<file path="src/rtl/ucsbece152a_tl_pkg.sv">
`default_nettype none
// ============================================================================
//  Module      : ucsbece152a_tl_pkg
//  Description : Shared types and constants for the tail-light scheduler:
//                the animation mode encoding, the last phase of each
//                sequence, and the request arbitration rule.
//  Revision    : 1.0 - initial release
// ============================================================================
package ucsbece152a_tl_pkg;

    typedef enum logic [1:0] {
        IDLE   = 2'd0,
        LEFT   = 2'd1,
        RIGHT  = 2'd2,
        HAZARD = 2'd3
    } mode_t;

    // Last phase of a turn sweep and of a hazard flash
    localparam logic [1:0] TURN_LAST = 2'd3;
    localparam logic [1:0] HAZ_LAST  = 2'd1;

    // Hazard wins, and asking for both sides at once also means hazard
    function automatic mode_t arbitrate(input logic left, input logic right,
                                        input logic hazard);
        mode_t m;
        if (hazard || (left && right)) m = HAZARD;
        else if (left)                 m = LEFT;
        else if (right)                m = RIGHT;
        else                           m = IDLE;
        return m;
    endfunction

endpackage
`default_nettype wire

</file>
<file path="src/rtl/ucsbece152a_tl_pwm.sv">
`default_nettype none
// ============================================================================
//  Module      : ucsbece152a_tl_pwm
//  Description : Running-light dimmer. Free-running period counter, duty
//                register reloaded only at period wrap, registered enable.
//  Revision    : 1.0 - initial release
// ============================================================================
module ucsbece152a_tl_pwm #(
    parameter int PWM_PERIOD = 16
) (
    input  logic                          clk,
    input  logic                          rst,
    input  logic [$clog2(PWM_PERIOD):0]   duty_i,
    output logic                          dim_o
);

    localparam int CW = $clog2(PWM_PERIOD);
    localparam logic [CW-1:0] c_CNT_LAST = CW'(PWM_PERIOD - 1);

    logic [CW-1:0] r_cnt;
    logic [CW:0]   r_duty;
    logic          r_dim;
    logic          w_wrap;
    logic [CW-1:0] w_cnt_next;
    logic [CW:0]   w_duty_next;

    assign w_wrap      = (r_cnt == c_CNT_LAST);
    assign w_cnt_next  = w_wrap ? '0 : r_cnt + CW'(1);
    assign w_duty_next = w_wrap ? duty_i : r_duty;

    // Counter, duty and enable advance together; the enable is computed from
    // the next-cycle count/duty so it is valid in the same cycle they are
    always_ff @(posedge clk) begin
        if (rst) begin
            r_cnt  <= '0;
            r_duty <= '0;
            r_dim  <= 1'b0;
        end else begin
            r_cnt  <= w_cnt_next;
            r_duty <= w_duty_next;
            r_dim  <= ({1'b0, w_cnt_next} < w_duty_next);
        end
    end

    assign dim_o = r_dim;

endmodule
`default_nettype wire

</file>
<file path="src/rtl/ucsbece152a_tl_scheduler.sv">
`default_nettype none
// ============================================================================
//  Module      : ucsbece152a_tl_scheduler
//  Description : Tail-light animation scheduler. Divides the clock into
//                animation steps, arbitrates registered driver requests and
//                sequences turn sweeps / hazard flashes, plus a brake pipe
//                and a PWM dimmer for the running lights.
//  Revision    : 1.0 - initial release
// ============================================================================
module ucsbece152a_tl_scheduler
    import ucsbece152a_tl_pkg::*;
#(
    parameter int STEP_DIV   = 4,
    parameter int PWM_PERIOD = 16
) (
    input  logic                          clk,
    input  logic                          rst,
    input  logic                          left_i,
    input  logic                          right_i,
    input  logic                          hazard_i,
    input  logic                          brake_i,
    input  logic [$clog2(PWM_PERIOD):0]   duty_i,
    output logic                          step_o,
    output mode_t                         mode_o,
    output logic [1:0]                    phase_o,
    output logic                          brake_o,
    output logic                          dim_o
);

    localparam int SW = $clog2(STEP_DIV);
    localparam logic [SW-1:0] c_STEP_LAST = SW'(STEP_DIV - 1);

    logic [SW-1:0] r_step_cnt;
    logic          w_step;
    logic          r_left_q;
    logic          r_right_q;
    logic          r_hazard_q;
    logic          r_brake_q;
    mode_t         w_arb;
    mode_t         r_mode;
    mode_t         w_mode_next;
    logic [1:0]    r_phase;
    logic [1:0]    w_phase_next;
    logic          w_boundary;

    assign w_step = (r_step_cnt == c_STEP_LAST);

    // Step divider: wraps after STEP_DIV cycles, pulse on the last count
    always_ff @(posedge clk) begin
        if (rst)         r_step_cnt <= '0;
        else if (w_step) r_step_cnt <= '0;
        else             r_step_cnt <= r_step_cnt + SW'(1);
    end

    // Single register stage on every driver request
    always_ff @(posedge clk) begin
        if (rst) begin
            r_left_q   <= 1'b0;
            r_right_q  <= 1'b0;
            r_hazard_q <= 1'b0;
            r_brake_q  <= 1'b0;
        end else begin
            r_left_q   <= left_i;
            r_right_q  <= right_i;
            r_hazard_q <= hazard_i;
            r_brake_q  <= brake_i;
        end
    end

    assign w_arb = arbitrate(r_left_q, r_right_q, r_hazard_q);

    // A sequence may only be replaced once it has shown its last phase
    always_comb begin
        w_boundary = 1'b0;
        case (r_mode)
            IDLE:        w_boundary = 1'b1;
            LEFT, RIGHT: w_boundary = (r_phase == TURN_LAST);
            HAZARD:      w_boundary = (r_phase == HAZ_LAST);
            default:     w_boundary = 1'b1;
        endcase
    end

    // Mode/phase state register
    always_ff @(posedge clk) begin
        if (rst) begin
            r_mode  <= IDLE;
            r_phase <= 2'd0;
        end else begin
            r_mode  <= w_mode_next;
            r_phase <= w_phase_next;
        end
    end

    // Next mode/phase: hold between steps; a hazard request cuts a turn
    // sweep short, while a side change lets the current sweep finish
    always_comb begin
        w_mode_next  = r_mode;
        w_phase_next = r_phase;
        if (w_step) begin
            if (w_boundary) begin
                w_mode_next  = w_arb;
                w_phase_next = 2'd0;
            end else if ((r_mode != HAZARD) && (w_arb == HAZARD)) begin
                w_mode_next  = HAZARD;
                w_phase_next = 2'd0;
            end else begin
                w_phase_next = r_phase + 2'd1;
            end
        end
    end

    assign step_o  = w_step;
    assign mode_o  = r_mode;
    assign phase_o = r_phase;
    assign brake_o = r_brake_q;

    ucsbece152a_tl_pwm #(
        .PWM_PERIOD (PWM_PERIOD)
    ) u_pwm (
        .clk    (clk),
        .rst    (rst),
        .duty_i (duty_i),
        .dim_o  (dim_o)
    );

endmodule
`default_nettype wire

</file>
<file path="config.mk">
export PLATFORM = sky130hd
export DESIGN_NAME = ucsbece152a_tl_scheduler
export DESIGN_NICKNAME = d
export VERILOG_FILES = /design/src/rtl/ucsbece152a_tl_pkg.sv /design/src/rtl/ucsbece152a_tl_pwm.sv /design/src/rtl/ucsbece152a_tl_scheduler.sv
export SDC_FILE = /design/constraint.sdc
export NUM_CORES = 1
export LEC_CHECK = 0
export ABC_CLOCK_PERIOD_IN_PS = 1970
export CAP_MARGIN = 30
export CELL_PAD_IN_SITES_DETAIL_PLACEMENT = 1
export CELL_PAD_IN_SITES_GLOBAL_PLACEMENT = 2
export CORE_MARGIN = 8
export CORE_UTILIZATION = 30
export DETAILED_ROUTE_END_ITERATION = 8
export GPL_TIMING_DRIVEN = 0
export PLACE_DENSITY_LB_ADDON = 0.1
export SYNTH_ARGS = -nofsm -noshare
export SYNTH_HDL_FRONTEND = slang
export SYNTH_HIERARCHICAL = 1
export SYNTH_SLANG_ARGS = --single-unit
</file>
<file path="constraint.sdc">
create_clock -name clk -period 1.97 [get_ports clk]
set_input_delay 0.394 -clock clk [delete_from_list [all_inputs] [get_ports clk]]
set_output_delay 0.394 -clock clk [all_outputs]
set_load 0.02 [all_outputs]
</file>
* Word level (Yosys, flattened, before mapping)
Cells that the tools add are included.
** Storage, ports and cells
- Flip-flop bits (word level) :: 20
- Output and inout port bits :: 7
- Logic and storage cells :: 41
** Cells by class
- $add $sub $neg :: 3
- Order comparisons :: 1
- Eq/ne operators :: 9
- Mux-type cells :: 10
- Reductions and logical operators :: 8
** Operators with widths (count)
- 2-to-1 mux 2 bit :: 7
- equality test 2 bit, second input constant :: 5
- less-than comparator 4 x 5 -> 1 bit :: 1
- 2-to-1 mux 5 bit :: 1
- adder 2 x 1 -> 2 bit, second input constant :: 2
- adder 4 x 1 -> 4 bit, second input constant :: 1
- equality test 2 x 1 -> 1 bit, second input constant :: 2
- equality test 4 bit, second input constant :: 1
- 2-to-1 mux 4 bit :: 1
- OR reduction 2 bit :: 2
- case mux 1 bit (3 select lines) :: 1
- logical AND 1 bit :: 2
- logical NOT 2 bit :: 1
- != test 2 bit, second input constant :: 1
- AND reduction 2 bit :: 1
- nonzero test 2 bit :: 1
- logical OR 1 bit :: 1

* Depth between registers and ports, before layout
- Depth after elaboration :: 7
- Gate-level depth with buffers :: 8
- Gate-level depth less buffers :: 8

* Cells and area by module
The synthesis kept the hierarchy.
** Modules (own cells, without submodules)
- ucsbece152a_tl_pwm :: instances 1, cells an instance 44, area each 451.7 µm², sequential area each 200.2 µm²
- ucsbece152a_tl_scheduler :: instances 1, cells an instance 46, area each 429.2 µm², sequential area each 200.2 µm²

* Least setup slack after synthesis
OpenSTA, ideal clock, no wires.
- Path kind :: register -> register
- Start point :: register u_pwm.r_cnt[0]
- End point :: register u_pwm.r_dim, in the netlist u_pwm/dim_o
- Arrival time :: 1727 ps
- Required time :: 1894 ps
- Setup slack :: 168 ps
- Stages on the path, launching flop included :: 7
- Period minus slack after synthesis :: 1802 ps
- Cells stage by stage :: dfxtp_1 ha_1 nand3_4 mux2i_1 ha_1 a2111o_1 o22ai_1
** On the way
- Word-level cells in the longest chain between the ends :: 3
- Elaborated cells between the ends (all ways) :: 5
** RTL lines
- from (decl) :: RTL line ucsbece152a_tl_pwm.sv:20 : logic [CW-1:0] r_cnt;
- from (signal assigned) :: RTL line ucsbece152a_tl_pwm.sv:39 : r_cnt <= w_cnt_next;
- adder 4 x 1 -> 4 bit / equality test 4 bit (equally long branches) :: RTL line ucsbece152a_tl_pwm.sv:28, ucsbece152a_tl_pwm.sv:27
- 2-to-1 mux 4 bit / 2-to-1 mux 5 bit (equally long branches) :: RTL line ucsbece152a_tl_pwm.sv:28, ucsbece152a_tl_pwm.sv:29
- less-than comparator 4 x 5 -> 1 bit * :: RTL line ucsbece152a_tl_pwm.sv:41 : r_dim <= ({1'b0, w_cnt_next} < w_duty_next);
- to (signal assigned) :: RTL line ucsbece152a_tl_pwm.sv:41
- to (decl) :: RTL line ucsbece152a_tl_pwm.sv:22 : logic r_dim;
Every way passes the cells marked *; elsewhere a longest branch is shown, timed or not.
A chain may end at the register's enable or synchronous reset.

* Worst setup path after layout
Ends and elaborated chain as after synthesis.

==> summary.txt <==
outcome = completed
Post-CTS Hold Buffers = 0
gr usage total = 0.0855
IO Count = 18
CTS clk-pin slew, worst paths = 110 ps
Slowest cell on crit path = dfxtp_4
Ant. Diodes = 0
peak supply drop = 0.297 mV
dpl cells = 138
main combinational cell family by area after synthesis = simple AND/OR/NAND/NOR gates
Fill cells = 332
Switching Fraction = 0.256
die height = 70.2 um
final worst path period need = 1830 ps
worst slack, placed = -87.1 ps
Sink Count = 20
RSZ-0062 raised after global routing = no
period utilization = 0.929
Yosys warning total = 6
input/output buffers = 17
Max Slew Vio Count = 0
CP Data Required Time = 2200 ps
Gate Count Post-Synth = 90
Multi-input gate area = 482 sq um
skew final = 0.798 ps
CTS root buffer = clkbuf_4
post-detail-place hpwl = 1500 um
setup violators final = 0
Synth Area in Adders = 0.0710
cell breakdown of the critical path = ha_4, nand3_4, mux2i_4, ha_1, a2111o_1, o22ai_1
share of layout cells above drive strength 1 = 0.150
router iterations before antenna repair = 4
leak pwr = 0.434 nW
Initial Utilization = 0.317
clk_lat worst skew = 290 ps
wire per inst = 14.1 um
Max Used Layer = met4
Final Non-Filler Cells = 144
Layout area overhead = 32.2%
Max Freq = 547 MHz
post-synthesis cell area = 881 sq um
initial antenna violation count = 0
WL final = 2030 um
Hold Worst Slack = 426 ps
via count = 740
Mean Syn Cell Area = 9.79 sq um
relative slew slack = 0.667
Clk network pwr share = 0.249
Die Wd = 70.2 um
P_int = 568 uW
Worst setup SP type = flip-flop
max-cap viol count = 0
post-synthesis mux area share = 0.0341
switching power = 196 uW
compound-cell area share of the yosys netlist = 0.165
vias in the first global route = 765
first-pass GRT wire length = 3510 um
met1 wire length = 1010 um
htree depth = 1
Total Neg Setup Slack = 0 ps
Synth Register Bits = 20
TritonCTS clock tree = built
worst stage delay on the critical path = 400 ps
largest net degree at the start of global routing = 11
sequential share of power = 0.582
CP endpoint kind = flip-flop
met3 wire len = 71 um
Congestion Overflow GR = 0
critical path class = flip-flop to flip-flop
Design Area, Final = 1160 sq um
RePlAce Congestion = 0.714
Simple-Gate Fraction of Synth Area = 0.239
met2 wire length = 933 um
clock tree buffer depth = 2
Min-Delay Path Class = flip-flop to flip-flop
Syn Nets = 106
# rows = 19
drc violations = 0
combinational power share = 0.169
Crit Path Max Fanout = 6
placed cell area = 1090 sq um
die area = 4930 sq um
Hold Vio Cnt, Final = 0
1st-iter DRT viols = 23
measured slew at the worst slew-check pin = 500 ps
Register Area = 405 sq um
Setup WS post-layout = 141 ps
crit path DAT = 2060 ps
Via density = 5.14
pwr/cell area = 656 nW/um^2
Core Area = 2780 sq um
TritonCTS Buffers = 3
Post-DRT Antenna Nets = 0
register area share after synthesis = 0.455
Final nets = 131
Distinct cells, synth = 32
Synth Area in XOR/XNOR = 0.00994
-- path summary, 6_finish.rpt --
path | start | end | slack [ps] | depth (start not counted)
hold / removal | r_step_cnt[0] | r_step_cnt[0] | 430 | 1
setup / recovery | u_pwm/r_cnt[0] | u_pwm/dim_o | 140 | 6
setup reg to reg | u_pwm/r_cnt[0] | u_pwm/dim_o | 140 | 6
hold reg to reg | r_step_cnt[0] | r_step_cnt[0] | 430 | 1
-- cells in the mapped netlist --
library cell / n / share of area
inv_1: 3 / 0.013
nor3_1: 1 / 0.0057
ha_1: 5 / 0.071
o2111ai_1: 1 / 0.0099
nor2_1: 10 / 0.043
a21oi_1: 6 / 0.034
and4_2: 2 / 0.023
nand2_1: 5 / 0.021
clkbuf_1: 2 / 0.0085
a2111o_1: 1 / 0.013
a311o_1: 2 / 0.023
nor3b_1: 2 / 0.017
o211ai_1: 1 / 0.0085
or3_1: 1 / 0.0071
nand2b_1: 1 / 0.0071
buf_2: 1 / 0.0057
and2_4: 1 / 0.0099
xor2_1: 1 / 0.0099
nand4b_1: 2 / 0.020
a21boi_0: 1 / 0.0085
a31oi_1: 2 / 0.014
mux2i_1: 3 / 0.034
nand3b_1: 1 / 0.0085
o21ai_0: 2 / 0.011
o22ai_1: 1 / 0.0071
a221oi_2: 1 / 0.017
nor2b_1: 7 / 0.050
dfxtp_1: 20 / 0.45
nand3_4: 1 / 0.020
a211oi_1: 1 / 0.0085
or2_2: 1 / 0.0071
a311oi_1: 1 / 0.0099
-- cell type report --
type / instances / share of cell area
clock buffers: 3 / 0.0193
well taps: 31 / 0.0333
flip-flops and latches: 20 / 0.348
inverters: 3 / 0.00967
plain buffers: 3 / 0.0107
repair buffers: 20 / 0.165
multi-input cells: 64 / 0.414
-- critical path: cells and delay by family, from the launching register on --
family | cells | cell delay, ps
adder cells (fa/ha/maj) | 2 | 490
AND/OR/NAND/NOR | 1 | 130
multiplexers | 1 | 230
AO/OA/AOI/OAI | 2 | 510
flip-flops | 1 | 400
-- cells by family after synthesis --
logic type               after synthesis
multiplexers                           3
XOR/XNOR                               1
AND/OR/NAND/NOR                       35
adder cells (fa/ha/maj)                5
buffers and inverters                  6
AO/OA/AOI/OAI                         20
flip-flops                            20
-- state kept, by name, indices dropped and copies added (netlist names) --
register / cells
r_hazard_q: 1
mode_o: 2
u_pwm/r_duty: 5
u_pwm/dim_o: 1
u_pwm/r_cnt: 4
r_left_q: 1
r_step_cnt: 2
r_right_q: 1
phase_o: 2
brake_o: 1
-- metrics by stage --
step | power, mW | utilization
after floorplan | 0.523 | -
after global placement | 0.575 | 0.392
after detailed placement | 0.579 | 0.392
after CTS | 0.778 | 0.403
after global routing | 0.822 | 0.419
final | 0.764 | 0.419
-- cell usage in the layout (no fill, tap or decap), types with 3 or more instances in the layout --
cell / instances
a21oi_1: 6
nor2_1: 10
ha_1: 4
inv_1: 3
clkdlybuf4s50_1: 17
nand2_1: 5
buf_4: 3
nor2b_1: 7
clkbuf_4: 3
dfxtp_1: 18
-- power by group through the flow --
| stage | clock [mW] | sequential (mW) | combinational (mW) |
|---|---|---|---|
| 2_1_floorplan | 0 | 0.457 | 0.0651 |
| 3_3_place_gp | 0 | 0.451 | 0.124 |
| 3_5_place_dp | 0 | 0.452 | 0.127 |
| 4_1_cts | 0.205 | 0.444 | 0.129 |
| 5_1_grt | 0.226 | 0.448 | 0.148 |
| 6_report | 0.191 | 0.444 | 0.129 |
-- timing repair --
item / in CTS / in global routing
setup buffers: 0 / 3
gates resized for setup: 3 / 4
cloned: 0 / 0
endpoints found under the setup margin: 1 / 1
-- metal layers --
layer,vias up,global-route usage
li1,371,-
met1,357,0.109
met2,10,0.134
met3,2,0.0212
met4,0,0.0335
met5,-,0
Power figures use the tool's default switching activity.
